==> src/rtl/io_config_bank_writer.sv <==
// io_config_bank_writer
//   Configuration-bus initiator for IO grid tiles. Accepts a serial bitstream
//   on a valid/ready stream and writes one configuration cell per bit. For
//   each bit it sets up address/data_in, pulses enable for one cycle, and
//   then holds the bus. The address auto-increments over NUM_WORDS cells per
//   frame.
//
// Ports
//   prog_clk  in   programming clock, rising edge
//   pReset    in   synchronous active-high reset
//   start     in   1-cycle pulse, begins a frame when idle
//   abort     in   synchronous abort, back to idle next cycle
//   in_valid  in   bitstream bit valid
//   in_data   in   bitstream bit
//   in_ready  out  high only while waiting for a bit (FETCH)
//   enable    out  one-cycle write strobe to the tile decoder
//   address   out  [0:ADDR_WIDTH-1] target cell; [0]=cell, [1:]=tile (MSB first)
//   data_in   out  configuration bit for the addressed cell
//   busy      out  high from start acceptance until the frame ends
//   done      out  1-cycle pulse after the last strobe+hold of a frame
module io_config_bank_writer #(
  parameter int ADDR_WIDTH   = 4,
  parameter int NUM_WORDS    = 16,
  parameter int SETUP_CYCLES = 1,
  parameter int HOLD_CYCLES  = 1
) (
  input  logic                  prog_clk,
  input  logic                  pReset,
  input  logic                  start,
  input  logic                  abort,
  input  logic                  in_valid,
  input  logic                  in_data,
  output logic                  in_ready,
  output logic                  enable,
  output logic [0:ADDR_WIDTH-1] address,
  output logic                  data_in,
  output logic                  busy,
  output logic                  done
);

  typedef enum logic [2:0] {
    S_IDLE,
    S_FETCH,
    S_SETUP,
    S_STROBE,
    S_HOLD,
    S_NEXT,
    S_DONE
  } state_t;

  localparam int CNT_MAX = (SETUP_CYCLES > HOLD_CYCLES) ? SETUP_CYCLES : HOLD_CYCLES;
  localparam int CNT_W   = (CNT_MAX > 1) ? $clog2(CNT_MAX) : 1;

  localparam logic [CNT_W-1:0]      SETUP_LAST = CNT_W'(SETUP_CYCLES - 1);
  localparam logic [CNT_W-1:0]      HOLD_LAST  = CNT_W'((HOLD_CYCLES > 0) ? HOLD_CYCLES - 1 : 0);
  localparam logic [ADDR_WIDTH-1:0] LAST_WORD  = ADDR_WIDTH'(NUM_WORDS - 1);

  state_t                state;
  logic [ADDR_WIDTH-1:0] word;
  logic [CNT_W-1:0]      cnt;

  // Word counter to bus address: bit 0 selects the cell, the remaining
  // address bits carry the tile index with its MSB at address[1].
  function automatic logic [0:ADDR_WIDTH-1] map_addr(input logic [ADDR_WIDTH-1:0] w);
    logic [0:ADDR_WIDTH-1] a;
    a    = '0;
    a[0] = w[0];
    for (int unsigned i = 1; i < ADDR_WIDTH; i++) begin
      a[i] = w[ADDR_WIDTH-i];
    end
    return a;
  endfunction

  always_ff @(posedge prog_clk) begin
    if (pReset) begin
      state    <= S_IDLE;
      word     <= '0;
      cnt      <= '0;
      in_ready <= 1'b0;
      enable   <= 1'b0;
      address  <= '0;
      data_in  <= 1'b0;
      busy     <= 1'b0;
      done     <= 1'b0;
    end else if (abort) begin
      // address/data_in deliberately keep their values on abort
      state    <= S_IDLE;
      cnt      <= '0;
      in_ready <= 1'b0;
      enable   <= 1'b0;
      busy     <= 1'b0;
      done     <= 1'b0;
    end else begin
      case (state)
        S_IDLE: begin
          done <= 1'b0;
          if (start) begin
            state    <= S_FETCH;
            word     <= '0;
            busy     <= 1'b1;
            in_ready <= 1'b1;
          end
        end
        S_FETCH: begin
          if (in_valid) begin
            data_in  <= in_data;
            address  <= map_addr(word);
            in_ready <= 1'b0;
            cnt      <= '0;
            state    <= S_SETUP;
          end
        end
        S_SETUP: begin
          if (cnt == SETUP_LAST) begin
            enable <= 1'b1;
            state  <= S_STROBE;
          end else begin
            cnt <= cnt + CNT_W'(1);
          end
        end
        S_STROBE: begin
          enable <= 1'b0;
          cnt    <= '0;
          state  <= (HOLD_CYCLES == 0) ? S_NEXT : S_HOLD;
        end
        S_HOLD: begin
          if (cnt == HOLD_LAST) begin
            state <= S_NEXT;
          end else begin
            cnt <= cnt + CNT_W'(1);
          end
        end
        S_NEXT: begin
          if (word == LAST_WORD) begin
            done  <= 1'b1;
            state <= S_DONE;
          end else begin
            word     <= word + ADDR_WIDTH'(1);
            in_ready <= 1'b1;
            state    <= S_FETCH;
          end
        end
        S_DONE: begin
          done  <= 1'b0;
          busy  <= 1'b0;
          state <= S_IDLE;
        end
        default: begin
          state <= S_IDLE;
        end
      endcase
    end
  end

endmodule

==> config.mk <==
export PLATFORM = sky130hd
export DESIGN_NAME = io_config_bank_writer
export DESIGN_NICKNAME = d
export VERILOG_FILES = /design/src/rtl/io_config_bank_writer.sv
export SDC_FILE = /design/constraint.sdc
export NUM_CORES = 1
export LEC_CHECK = 0
export BUFFER_PORTS_ARGS = -buffer_cell sky130_fd_sc_hd__buf_2
export CORE_ASPECT_RATIO = 1.5
export CORE_MARGIN = 2
export CORE_UTILIZATION = 25
export CTS_CLUSTER_SIZE = 12
export DETAILED_ROUTE_END_ITERATION = 7
export SYNTH_ARGS = -nofsm -noshare
export SYNTH_HDL_FRONTEND = slang
export SYNTH_SLANG_ARGS = --single-unit
==> constraint.sdc <==
create_clock -name prog_clk -period 1.8 [get_ports prog_clk]
set_input_delay 0.09 -clock prog_clk [delete_from_list [all_inputs] [get_ports prog_clk]]
set_output_delay 0.09 -clock prog_clk [all_outputs]
set_load 0.03 [all_outputs]
==> flow_summary.json <==
{
  "skew_ns": 0.00323,
  "antenna_cells": 0,
  "cts_tree": "built",
  "max_stage_delay_ns": 0.45,
  "p_seq_frac": 0.488,
  "die_w_um": 52.0,
  "rsz0062_at_grt": "false",
  "postCtsHoldBufs": 0,
  "drv_cap": 0,
  "p_comb_frac": 0.082,
  "numCtsBuffers": 3,
  "path_cells": "ha_1 -> and3_1 -> or4_1 -> o21ai_0",
  "syn_inst": 97,
  "critPathSlowestCell": "or4_1",
  "clockPowerShare": 0.430,
  "fin_total_pwr_mw": 0.751,
  "fin_crit_sh": 0.807,
  "path_buf_inv": 0,
  "synth_cell_types": 40,
  "synth_most_common_cell": "dfxtp_1",
  "swShare": 0.231,
  "maxSlewViolCount": 0,
  "post-route-drc-count": 0,
  "crit_required_ns": 1.98,
  "synthArstFlopShare": 0,
  "grt_pass1_wl_um": 3190,
  "fp.coreArea_um2": 3350,
  "ios": 15,
  "cp.arrival_ns": 1.63,
  "ant_nets": 0,
  "setup_violations": 0,
  "finalSetupTns_ns": 0,
  "drtIter0Drc": 22,
  "layout.nets": 116,
  "syn_area_per_cell_um2": 8.90,
  "synth_compound_area_frac": 0.239,
  "synthFlopType": "dfxtp_1",
  "drive_above_1_share": 0.241,
  "hold_depth": 3,
  "r2r_cells": 4,
  "synth_top_cells_by_count": "dfxtp_1 (16), a21oi_1 (9), o21ai_0 (9), nand3_1 (7), inv_1 (5)",
  "netlist.top_cell.by_area": "dfxtp_1",
  "place_congestion": 0.706,
  "die-area_um2": 3950,
  "start_util": 0.258,
  "cts-root-buf": "clkbuf_8",
  "fp.dieH_um": 76.0,
  "maxSlewHeadroom": 0.719,
  "antenna_found_initial": 0,
  "synth_area_leaders": "dfxtp_1 (37%), a21oi_1 (5.2%), o21ai_0 (5.2%)",
  "synth_area_um2": 863,
  "via_per_inst": 5.07,
  "yosysWarnings": 0,
  "crit_path_start_kind": "flop",
  "syn_to_final_growth_pct": 16.1,
  "path_class": "reg2reg",
  "dr_total_vias": 761,
  "avgRoutedWirePerCell_um": 12.6,
  "grt_pass1_vias": 731,
  "hold_viol": 0,
  "post-cts-setup-buffer-count": 0,
  "min_path_type": "in2reg",
  "synth-simple-area-share": 0.286,
  "cts_max_path_buffers": 2,
  "status": "complete, no violations",
  "critPathTopFamily": "simple AND/OR/NAND/NOR gates",
  "cp_max_fo": 6,
  "p_leak_nw": 0.360,
  "grt_max_degree": 16,
  "clkLatencyLatePin_ns": 0.25,
  "synth_nets": 104,
  "place_ws_ns": 0.386,
  "routed_wl_um": 1890,
  "grt-ovfl-total": 0,
  "fin_ws_ns": 0.348,
  "endpoint_kind": "flop",
  "intPower_mw": 0.577,
  "vdd_drop_max_uv": 417,
  "fin_crit_ns": 1.45,
  "htreeDepth": 1,
  "ff2ff_setup_slack_ns": 0.35,
  "path_clk_slew_ns": 0.07,
  "drtPass1Iterations": 4,
  "dp_hpwl_um": 1380,
  "path_depth": 4,
  "switching_power_mw": 0.174,
  "synth-edff-count": 0,
  "ys_ff_latch": 16,
  "synthMuxAreaShare": 0.0232,
  "fp-row-count": 26,
  "grtUsageTotal": 0.102,
  "port-buffer-count": 14,
  "synth.top_cell.area_share": 0.371,
  "synthAdderAreaFrac": 0.0145,
  "max_freq_mhz": 689,
  "hold_slack_ns": 0.0926,
  "synth_xor_area_frac": 0,
  "synth_seq_area_share": 0.371,
  "post_cts_resized": 0,
  "cts.sinks": 16,
  "power_density_nw_per_um2": 750,
  "synth_top_family_by_area": "simple AND/OR/NAND/NOR gates",
  "tightest_slew_ns": 0.420
}
## layout make-up
class                   count  area (um2)
flip-flops and latches     16         320
repair buffers             14        70.1
inverters                   5        18.8
multi-input cells          69         485
clock buffers               4        55.1
fillers                   368        2350
well taps                  42        52.6
## cells by family after synthesis
group | after synthesis
simple gates | 36
flops | 16
buf+inv | 12
fa+ha+maj | 1
mux | 2
compound gates | 30
## path summary, 6_finish.rpt
check	start	endpoint
worst min-delay path	in_data	data_in
worst max-delay path	word[0]	word[0]
worst max register to register	word[0]	word[0]
worst min register to register	address[1]	address[1]
## through the flow
| stage | cells | util | cell area (um2) |
|---|---|---|---|
| finish | 150 | 0.299 | 1000 |
| global route | 150 | 0.299 | 1000 |
| floorplan | 97 | - | 863 |
| CTS | 150 | 0.299 | 1000 |
| detailed placement | 146 | 0.283 | 947 |
| global placement | 146 | 0.283 | 947 |
## cells in the final DEF (no fill, tap or decap), drive strengths merged, types with 2 or more instances in the layout
cell type / Yosys / layout
a211o: 2 / 2
a21oi: 10 / 10
and4bb: 2 / 2
buf: 4 / 14
clkbuf: 3 / 4
dfxtp: 16 / 16
inv: 5 / 5
mux2i: 2 / 2
nand2: 2 / 2
nand2b: 3 / 3
nand3: 7 / 7
nand3b: 2 / 2
nand4bb: 2 / 2
nor2: 4 / 4
nor3b: 3 / 3
o21ai: 9 / 9
or4: 3 / 3
## routing by layer
| layer | part of all wire | wire [um] | GRT usage |
|---|---|---|---|
| met5 | 0 | 0 | 0 |
| met3 | 0.044 | 83 | 0.0216 |
| met4 | 0.015 | 28 | 0.0395 |
| met1 | 0.43 | 811 | 0.114 |
| met2 | 0.51 | 962 | 0.181 |
## flip-flops by register name, indices dropped and copies added, names as in the netlist
register  flops
state         3
data_in       1
address       4
busy          1
in_ready      1
word          4
done          1
enable        1
## tightest hold or removal path: stages
cell and delay (ns):
buf_2 0.10, nand3_1 0.05, a21oi_1 0.06
## power groups by stage
stage / clock network, mW / logic (mW) / registers, mW
5_1_grt: 0.344 / 0.0664 / 0.368
3_5_place_dp: 0 / 0.0610 / 0.375
2_1_floorplan: 0 / 0.0421 / 0.377
6_report: 0.323 / 0.0614 / 0.367
3_3_place_gp: 0 / 0.0606 / 0.375
4_1_cts: 0.331 / 0.0615 / 0.367
Power figures use the tool's default switching activity.
